**src/rtl/multiplier_sequencer.sv**
```systemverilog
// multiplier_sequencer
//
// Control and buffering stage for a shift-add multiplier datapath. Takes an
// operand pair over valid/ready, registers it, drives the datapath through one
// init cycle and N shift cycles, then captures the 2N-bit product into a
// one-entry output buffer with valid/ready backpressure.
//
// State table:
//   IDLE    | ready for a new operand pair
//   INIT    | do_init pulse: datapath clears a, loads q
//   SHIFT   | do_shift every cycle, N cycles total
//   CAPTURE | datapath holds product; wait for a free output buffer
//
// Ports:
//   clock, n_reset                      rising-edge clock, async active-low reset
//   in_valid, in_ready                  operand handshake
//   in_multiplicand, in_multiplier      offered operands (N bits)
//   do_init, do_shift                   datapath control strobes
//   multiplicand, multiplier            registered operands to the datapath
//   product                             datapath result {a, q} (2N bits)
//   out_valid, out_ready, out_product   buffered result handshake
//   busy                                high whenever not IDLE

module multiplier_sequencer #(
    parameter int N = 4
) (
    input  logic             clock,
    input  logic             n_reset,
    input  logic             in_valid,
    output logic             in_ready,
    input  logic [N-1:0]     in_multiplicand,
    input  logic [N-1:0]     in_multiplier,
    output logic             do_init,
    output logic             do_shift,
    output logic [N-1:0]     multiplicand,
    output logic [N-1:0]     multiplier,
    input  logic [2*N-1:0]   product,
    output logic             out_valid,
    input  logic             out_ready,
    output logic [2*N-1:0]   out_product,
    output logic             busy
);

    localparam int CW = $clog2(N + 1);
    localparam logic [CW-1:0] LAST_SHIFT = CW'(N - 1);

    typedef enum logic [1:0] {
        IDLE    = 2'd0,
        INIT    = 2'd1,
        SHIFT   = 2'd2,
        CAPTURE = 2'd3
    } state_t;

    state_t        state;
    state_t        state_next;
    logic [CW-1:0] count;
    logic          accept;
    logic          buffer_free;
    logic          load_out;

    // The buffer can take a new product when it is empty or is being drained
    // on this same edge.
    assign buffer_free = !out_valid || out_ready;

    always_comb begin
        state_next = state;
        in_ready   = 1'b0;
        busy       = 1'b1;
        do_init    = 1'b0;
        do_shift   = 1'b0;
        accept     = 1'b0;
        load_out   = 1'b0;
        case (state)
            IDLE: begin
                in_ready = 1'b1;
                busy     = 1'b0;
                if (in_valid) begin
                    accept     = 1'b1;
                    state_next = INIT;
                end
            end
            INIT: begin
                do_init    = 1'b1;
                state_next = SHIFT;
            end
            SHIFT: begin
                do_shift = 1'b1;
                if (count == LAST_SHIFT) begin
                    state_next = CAPTURE;
                end
            end
            CAPTURE: begin
                if (buffer_free) begin
                    load_out   = 1'b1;
                    state_next = IDLE;
                end
            end
            default: begin
                state_next = IDLE;
            end
        endcase
    end

    always_ff @(posedge clock or negedge n_reset) begin
        if (!n_reset) begin
            state <= IDLE;
        end else begin
            state <= state_next;
        end
    end

    always_ff @(posedge clock or negedge n_reset) begin
        if (!n_reset) begin
            count <= '0;
        end else if (state == INIT) begin
            count <= '0;
        end else if (state == SHIFT) begin
            count <= count + CW'(1);
        end
    end

    always_ff @(posedge clock or negedge n_reset) begin
        if (!n_reset) begin
            multiplicand <= '0;
            multiplier   <= '0;
        end else if (accept) begin
            multiplicand <= in_multiplicand;
            multiplier   <= in_multiplier;
        end
    end

    // A load wins over a drain on the same edge, so out_valid stays high and
    // the new product replaces the consumed one.
    always_ff @(posedge clock or negedge n_reset) begin
        if (!n_reset) begin
            out_valid   <= 1'b0;
            out_product <= '0;
        end else if (load_out) begin
            out_valid   <= 1'b1;
            out_product <= product;
        end else if (out_valid && out_ready) begin
            out_valid <= 1'b0;
        end
    end

endmodule

```
**config.mk**
```make
export PLATFORM = sky130hd
export DESIGN_NAME = multiplier_sequencer
export DESIGN_NICKNAME = d
export VERILOG_FILES = /design/src/rtl/multiplier_sequencer.sv
export SDC_FILE = /design/constraint.sdc
export NUM_CORES = 1
export LEC_CHECK = 0
export CORE_UTILIZATION = 40
export DETAILED_ROUTE_END_ITERATION = 8
export PLACE_DENSITY_LB_ADDON = 0.08
export SLEW_MARGIN = 25
export SYNTH_ARGS = -nofsm -noshare
export SYNTH_HDL_FRONTEND = slang
export SYNTH_SLANG_ARGS = --single-unit
```
**constraint.sdc**
```tcl
create_clock -name clock -period 4.15 [get_ports clock]
set_input_delay 0.415 -clock clock [delete_from_list [all_inputs] [get_ports clock]]
set_output_delay 0.415 -clock clock [all_outputs]
set_load 0.005 [all_outputs]
```
---- Word level (Yosys, flattened, before mapping) ----
Cells that the tools add are included.
word-level totals
  register bits after elaboration ......... 22
  bits in latches ......................... 0
  RAM bits ................................ 0
  bits in read-only memories .............. 0
  logic and storage cells ................. 37
  memories kept ........................... 0
operators by class
  add/sub/neg operators ................... 1
  multipliers ............................. 0
  div/mod/pow operators ................... 0
  magnitude comparators ................... 0
  equality and inequality tests ........... 7
  shift operators ......................... 0
  multiplexer cells ....................... 16
  bitwise gates (word level) .............. 0
  reduce and logical (&&, ||, !) cells .... 7
operators with widths
  operator             count
  $mux 1               10
  $pmux 2 s4           1
  $mux 2               3
  $mux 3               2
  $ne 2x2->1 const B   3
  $eq 2x2->1 const B   2
  $reduce_bool 2->1    2
  $add 3x1->3 const B  1
  $eq 3x2->1 const B   1
  $reduce_and 3->1     1
  $eq 2x1->1 const B   1
  $logic_not 2->1      1
  $logic_and 1x1->1    1
  $logic_not 1->1      1
  $logic_or 1x1->1     1

---- Depth between registers and ports, before layout ----
Gate-level depths: netlist of run 1.
  depth in word-level cells ............... 5
  mapped depth ............................ 5
  gate-level depth less buffers ........... 5

---- Worst setup path after synthesis of run 1 ----
Ideal clock, no wire load.
  path kind ............................... register to register
  start ................................... register state[0]
  end ..................................... register state[1]
  library setup time ...................... 0.125 ns
  arrival time ............................ 1.229 ns
  data required time ...................... 4.025 ns
  path slack .............................. 2.796 ns
  stages on the path, launching flop included .. 6
  path buffers ............................ 0
  clock period less this slack ............ 1.354 ns
  path through ............................ dfrtp_1 > inv_1 > ha_1 > inv_1 > o221ai_2 > mux2_4
on the way
  longest elaborated chain between the ends .. 3
  elaborated cells between the ends (all ways) .. 9
  classes of those cells .................. 6 x eq/ne; 1 x mux; 2 x reduce/logical
ends and longest elaborated chain
  item                                                  RTL line  RTL
  from (decl)                                           54        state_t state;
  from (signal assigned)                                108       state <= state_next;
  $eq 2x2->1 / $logic_not 2->1 (equally long branches)  73        case (state)
  $ne 2x2->1 (no source line)                           n/a
  $reduce_and 3->1 (no source line)                     n/a
Several ways; a longest one is shown, not always the timed one.
A chain may end at the register's enable or synchronous reset.

---- Worst setup path in the final report of run 1 ----
  start ................................... register state[0]
  end ..................................... output busy
on the way
  longest elaborated chain between the ends .. 2
ends and longest elaborated chain
  item             RTL line  RTL
  $logic_not 2->1  73
  $mux 1           73
  to (decl)        41        output logic busy
No other way between the ends.

==> impl_metrics.yaml, run 1 <==
setup_path:
  crit_chain: "inv_1 > ha_1 > inv_1 > clkdlybuf4s50_1"
  critPathSlowestCell: "clkdlybuf4s50_1"
  worstSetupPathType: "reg2out"
  crit_required_ns: 3.73
  path_buf_inv: 3
  cp_top_family: "buffers and inverters"
  critPathArrivalTime_ns: 1.63
  worst_path_largest_cell_delay_ns: 0.51
  crit_top_cell: "inv_1"
  worstPathMaxFanout: 3
  cp-start-kind: "flip-flop"
  cp-end-kind: "output port"
clock_tree:
  htreeDepth: 1
  postCtsSetupBuffers: 0
  cts_sinks: 22
  clk_latency_ns: 0.29
  cts_resized: 0
  cts_buffer_depth: 2
  ctsHoldBuffers: 0
  cts_made_buffers: 3
  cts_root_buf: "clkbuf_4"
  clk_pin_slew_ns: 0.11
  cts_tree: "yes"
logic_synthesis:
  netlist_top_cells_area: "dfrtp_1, mux2_2, ha_1, inv_1, mux2_4"
  syn_area_per_cell_um2: 14.6
  synthDominantCellAreaShare_pct: 57.2
  synth.yosys.warnings: 0
  synth_seq_cells: 22
  netlist_area_um2: 962
  synth_seq_area_share_pct: 57.2
  synth_cell_type_count: 17
  syn-num-nets: 92
  yosys.area.top_type: "dfrtp_1"
  synthCells: 66
global_routing:
  overflow: 0
  first_global_vias: 673
  grt_max_degree: 23
  grt_pass1_wl_um: 2900
  grt_antenna_before_repair: 0
  grt_use_total_pct: 15.4
finish:
  drive_gt1_share_pct: 25.7
  diodes: 0
  fin_nets: 137
  regArea_um2: 551
  fin_util_pct: 63.4
  multi_input_area_um2: 389
  syn2layout_area_growth_pct: 47.1
  fillCellCount: 188
pwr:
  p_per_area_nw_per_um2: 723
  p_leak_nw: 0.626
  p_comb_share_pct: 53.3
  pwr-share-seq_pct: 37.7
  p_clk_share_pct: 9.0
  irDropWorstVdd_mv: 0.388
  internal-power_w: 0.000718
  netSwitchingFraction_pct: 29.8
  p_switching_w: 0.000305
detailed_routing:
  vias: 647
  drtIter0Drc: 1
  routed_via_density: 4.72
  wl_per_cell_um: 12.6
  first_pass_iters: 2
  drc: 0
  postRouteAntennaNets: 0
  totalWireLength_um: 1720
die:
  num_rows: 17
  start_util_pct: 43.1
  coreArea_um2: 2230
  die-width_um: 51.0
  dieArea_um2: 2610
  ios: 41
  dieHeight_um: 51.0
timing:
  period_needed_ns: 2.04
  fin_worst_skew_ns: 0.00324
  relSlewSlack_pct: 67.9
  rsz0062_at_grt: "false"
  timing.final.crit_share_pct: 49.2
  worst_pin_slew_ns: 0.482
  tns_ns: 0
  report.final.hold_viol_count: 0
  fmax_ghz: 0.490
  finalMaxSlewViolations: 0
  setup_viol: 0
hold_path:
  hp-class: "in2async"
outcome:
  status: "finished, final reports clean"
placed_design:
  io_buffers: 40
  place.detailed.hpwl_um: 1300
  gp_congestion: 0.658
run:
  cap_violations: 0
## cells in the final DEF, fill, tap and decap left out, drive strengths merged
cell type      count
a21boi             1
buf                1
clkbuf             3
clkdlybuf4s50     39
dfrtp             22
ha                 6
inv                6
mux2              18
nand2              3
nand2b             1
nand3              1
nand3b             2
nor2               2
o21ai              2
o221ai             1
or2b               1
## power groups by stage
stage          clock network (W)  registers [W]  logic (W)
4_1_cts                0.0000988       0.000387   0.000555
2_1_floorplan                  0       0.000392   0.000271
3_5_place_dp                   0       0.000390   0.000551
6_report               0.0000921       0.000385   0.000545
3_3_place_gp                   0       0.000385   0.000540
5_1_grt                 0.000106       0.000400   0.000595
## sequential cells by signal, indices dropped and copies added (netlist names)
signal,count
state,2
multiplicand,4
out_product,8
out_valid,1
count,3
multiplier,4
## per-layer routing
metal	track usage [%]	share of wire (%)	routed length (um)	up-vias
met5	0	0	0	-
met3	4.17	4.9	84	2
met2	23.7	45	781	21
li1	-	-	-	312
met1	19.7	49	837	312
met4	8.33	0.99	17	0
## worst paths after layout
path | to | depth (start not counted) | start | slack, ns
min in group clock | out_product[2] | 1 | out_product[2] | 0.52
worst min register to register | out_product[2] | 1 | out_product[2] | 0.52
worst max-delay path | busy | 4 | state[0] | 2.11
worst max register to register | state[1] | 4 | count[0] | 2.71
worst min-delay path | state[0] | 1 | n_reset | 0.06
max in group asynchronous | multiplier[3] | 1 | n_reset | 3.76
## cell type report
class                   instances  area share (%)
multi-input cells              38            27.5
inverters                       6            1.59
repair buffers                 40            27.9
well taps                      28            2.48
flip-flops and latches         22            38.9
clock buffers                   3            1.59
## Yosys cell counts
master and number:
ha_1 6, mux2_4 1, nor2_1 2, nand3b_1 1
nand2b_4 1, nand3b_2 1, nand3_1 1, mux2_2 17
o21ai_0 2, o221ai_2 1, nand2_1 1, nand2_4 1
nand2_2 1, a21boi_0 1, inv_1 6, or2b_2 1
dfrtp_1 22
## cells by family (layout without fill, tap and decap cells)
| family | Yosys count | count (layout) | synth area share [%] |
|---|---|---|---|
| flip-flops | 22 | 22 | 57.2 |
| multiplexers | 18 | 18 | 21.5 |
| AND/OR/NAND/NOR | 10 | 10 | 7.80 |
| adder cells (fa/ha/maj) | 6 | 6 | 7.80 |
| buffers and inverters | 6 | 49 | 2.34 |
| AO/OA/AOI/OAI | 4 | 4 | 3.38 |
## worst reg2reg max path: stages, from the launching register on
cell and delay [ns]:
dfrtp_1 0.42, ha_1 0.21, ha_1 0.19, o221ai_2 0.21
mux2_4 0.32
## stage by stage
stage                     setup WS (ns)  std cells  power (W)  hold WS (ns)  instance area [um2]
after global routing               1.99        137    0.00110        0.0928                 1420
after detailed placement           2.44        134   0.000942         0.492                 1400
after floorplan                    2.80         66   0.000663         0.119                  962
final                              2.11        137    0.00102        0.0606                 1420
after global placement             2.47        134   0.000925         0.487                 1400
after CTS                          2.09        137    0.00104         0.525                 1420
Power figures use the tool's default switching activity.
==> inputs of run 2 (changes only) <==
- clock period: 4.15 -> 2.1 ns (I/O delays scaled with it)
==> run 2 against run 1 <==
Effect of this change: worst hold slack improved by 0.18 ns; via count shrank 0.62%; design area up 0.88%; clock-buffer cell count stayed put; clock power rose by 98%; cell count rose by 0.73%; largest cell class unchanged; largest power group unchanged; flip-flop and latch count unchanged; global-route usage is 1.0 points higher.
==> impl_metrics.yaml, run 2 (synthesis results as in run 1) <==
timing:
  timing.final.crit_share_pct: 86.7
  whs_ns: 0.242
  report.final.hold_viol_count: 0
  rsz0062_at_grt: "false"
  finalMaxSlewViolations: 0
  relSlewSlack_pct: 81.3
  fmax_ghz: 0.549
  worst_pin_slew_ns: 0.280
  setup_viol: 0
  period_needed_ns: 1.82
  fin_worst_skew_ns: 0.0105
  tns_ns: 0
setup_path:
  cp-start-kind: "flip-flop"
  reg2reg_depth: 4
  worst_path_largest_cell_delay_ns: 0.51
  worstPathMaxFanout: 3
  rr_endpoint: "state[1]"
  crit_top_cell: "inv_1"
  r2r-start: "count[0]"
  crit_chain: "inv_1 > ha_1 > inv_1 > clkdlybuf4s50_1"
  critPathSlowestCell: "clkdlybuf4s50_1"
  crit_required_ns: 1.89
  critPathArrivalTime_ns: 1.61
  reg2reg_slack_ns: 0.64
  cp-end-kind: "output port"
  worstSetupPathType: "reg2out"
clock_tree:
  cts_tree: "yes"
  cts_root_buf: "clkbuf_4"
  cts_sinks: 22
  htreeDepth: 1
  cts_buffer_depth: 2
  clk_pin_slew_ns: 0.12
  ctsHoldBuffers: 0
  clk_latency_ns: 0.30
  cts_resized: 0
  cts_made_buffers: 3
  postCtsSetupBuffers: 0
detailed_routing:
  postRouteAntennaNets: 0
  routed_via_density: 4.66
  totalWireLength_um: 1780
  first_pass_iters: 4
  drc: 0
  vias: 643
  wl_per_cell_um: 12.9
  drtIter0Drc: 1
finish:
  final_cells: 138
  top_register: "out_product"
  diodes: 0
  largest_register_ffs: 8
  syn2layout_area_growth_pct: 48.4
  final_common_cell: "clkdlybuf4s50_1"
  top_regs: "out_product (8), multiplicand (4), multiplier (4)"
  fin_nets: 138
  mostFrequentLayoutCells: "clkdlybuf4s50_1, dfrtp_1, mux2_2, inv_1, ha_1"
  drive_gt1_share_pct: 25.5
die:
  dieHeight_um: 51.0
  dieArea_um2: 2610
  coreArea_um2: 2230
  ios: 41
  start_util_pct: 43.1
  num_rows: 17
  die-width_um: 51.0
placed_design:
  dp.cells: 135
  io_buffers: 40
  gp_congestion: 0.648
  place.detailed.hpwl_um: 1430
global_routing:
  first_global_vias: 656
  overflow: 0
  grt_antenna_before_repair: 0
  grt_use_total_pct: 16.5
  grt_max_degree: 23
  grt_pass1_wl_um: 2990
run:
  cap_violations: 0
pwr:
  irDropWorstVdd_mv: 0.811
  p_per_area_nw_per_um2: 1420
  p_leak_nw: 0.631
outcome:
  status: "finished, final reports clean"
hold_path:
  hp-class: "in2async"
[run 2: how the worst max path moves through the flow]
stage,endpoint,from,slack [ns]
2_1_floorplan,state[1],state[0],0.75
3_3_place_gp,busy,state[0],0.65
3_5_place_dp,busy,state[1],0.60
4_1_cts,busy,state[1],0.26
5_1_grt,busy,state[0],0.15
6_report,busy,state[0],0.28
[run 2: power breakdown]
part	internal [W]	total, W	switching [W]
Combinational	0.000713	0.00109	0.000375
Sequential	0.000642	0.000760	0.000118
Clock	0.0000667	0.000182	0.000115
Total	0.00142	0.00203	0.000608
[run 2: area by class of cell]
class / count / area [um2]
Fill cell: 180 / 806
Sequential cell: 22 / 551
Timing Repair Buffer: 41 / 408
Multi-Input combinational cell: 38 / 389
Tap cell: 28 / 35.0
Clock buffer: 3 / 22.5
Inverter: 6 / 22.5
[run 2: per-layer routing]
metal | track usage [%] | up-vias | share of wire, %
met2 | 26.3 | 23 | 50
li1 | - | 315 | -
met5 | 0 | - | 0
met4 | 8.33 | 0 | 0.96
met3 | 5.65 | 2 | 6.6
met1 | 19.5 | 303 | 42
[run 2: metrics by stage]
| stage | total power [W] | util, % | setup WS (ns) | instance area (um2) |
|---|---|---|---|---|
| 6_report | 0.00203 | 63.9 | 0.280 | 1430 |
| 5_1_grt | 0.00220 | 63.9 | 0.151 | 1430 |
| 4_1_cts | 0.00207 | 63.9 | 0.256 | 1430 |
| 3_5_place_dp | 0.00188 | 62.9 | 0.599 | 1410 |
| 3_3_place_gp | 0.00183 | 62.9 | 0.649 | 1410 |
| 2_1_floorplan | 0.00131 | - | 0.746 | 962 |
[run 2: worst max-delay path: cells and delay by family (launching register included)]
kind	cells	cell delay, ns
buf+inv	3	0.70
flops	1	0.39
fa+ha+maj	1	0.23
==> inputs of run 3 (changes only) <==
- CAP_MARGIN: default -> 25
==> results of run 3 <==
No change in the layout: final DEF, timing and power equal those of run 2.
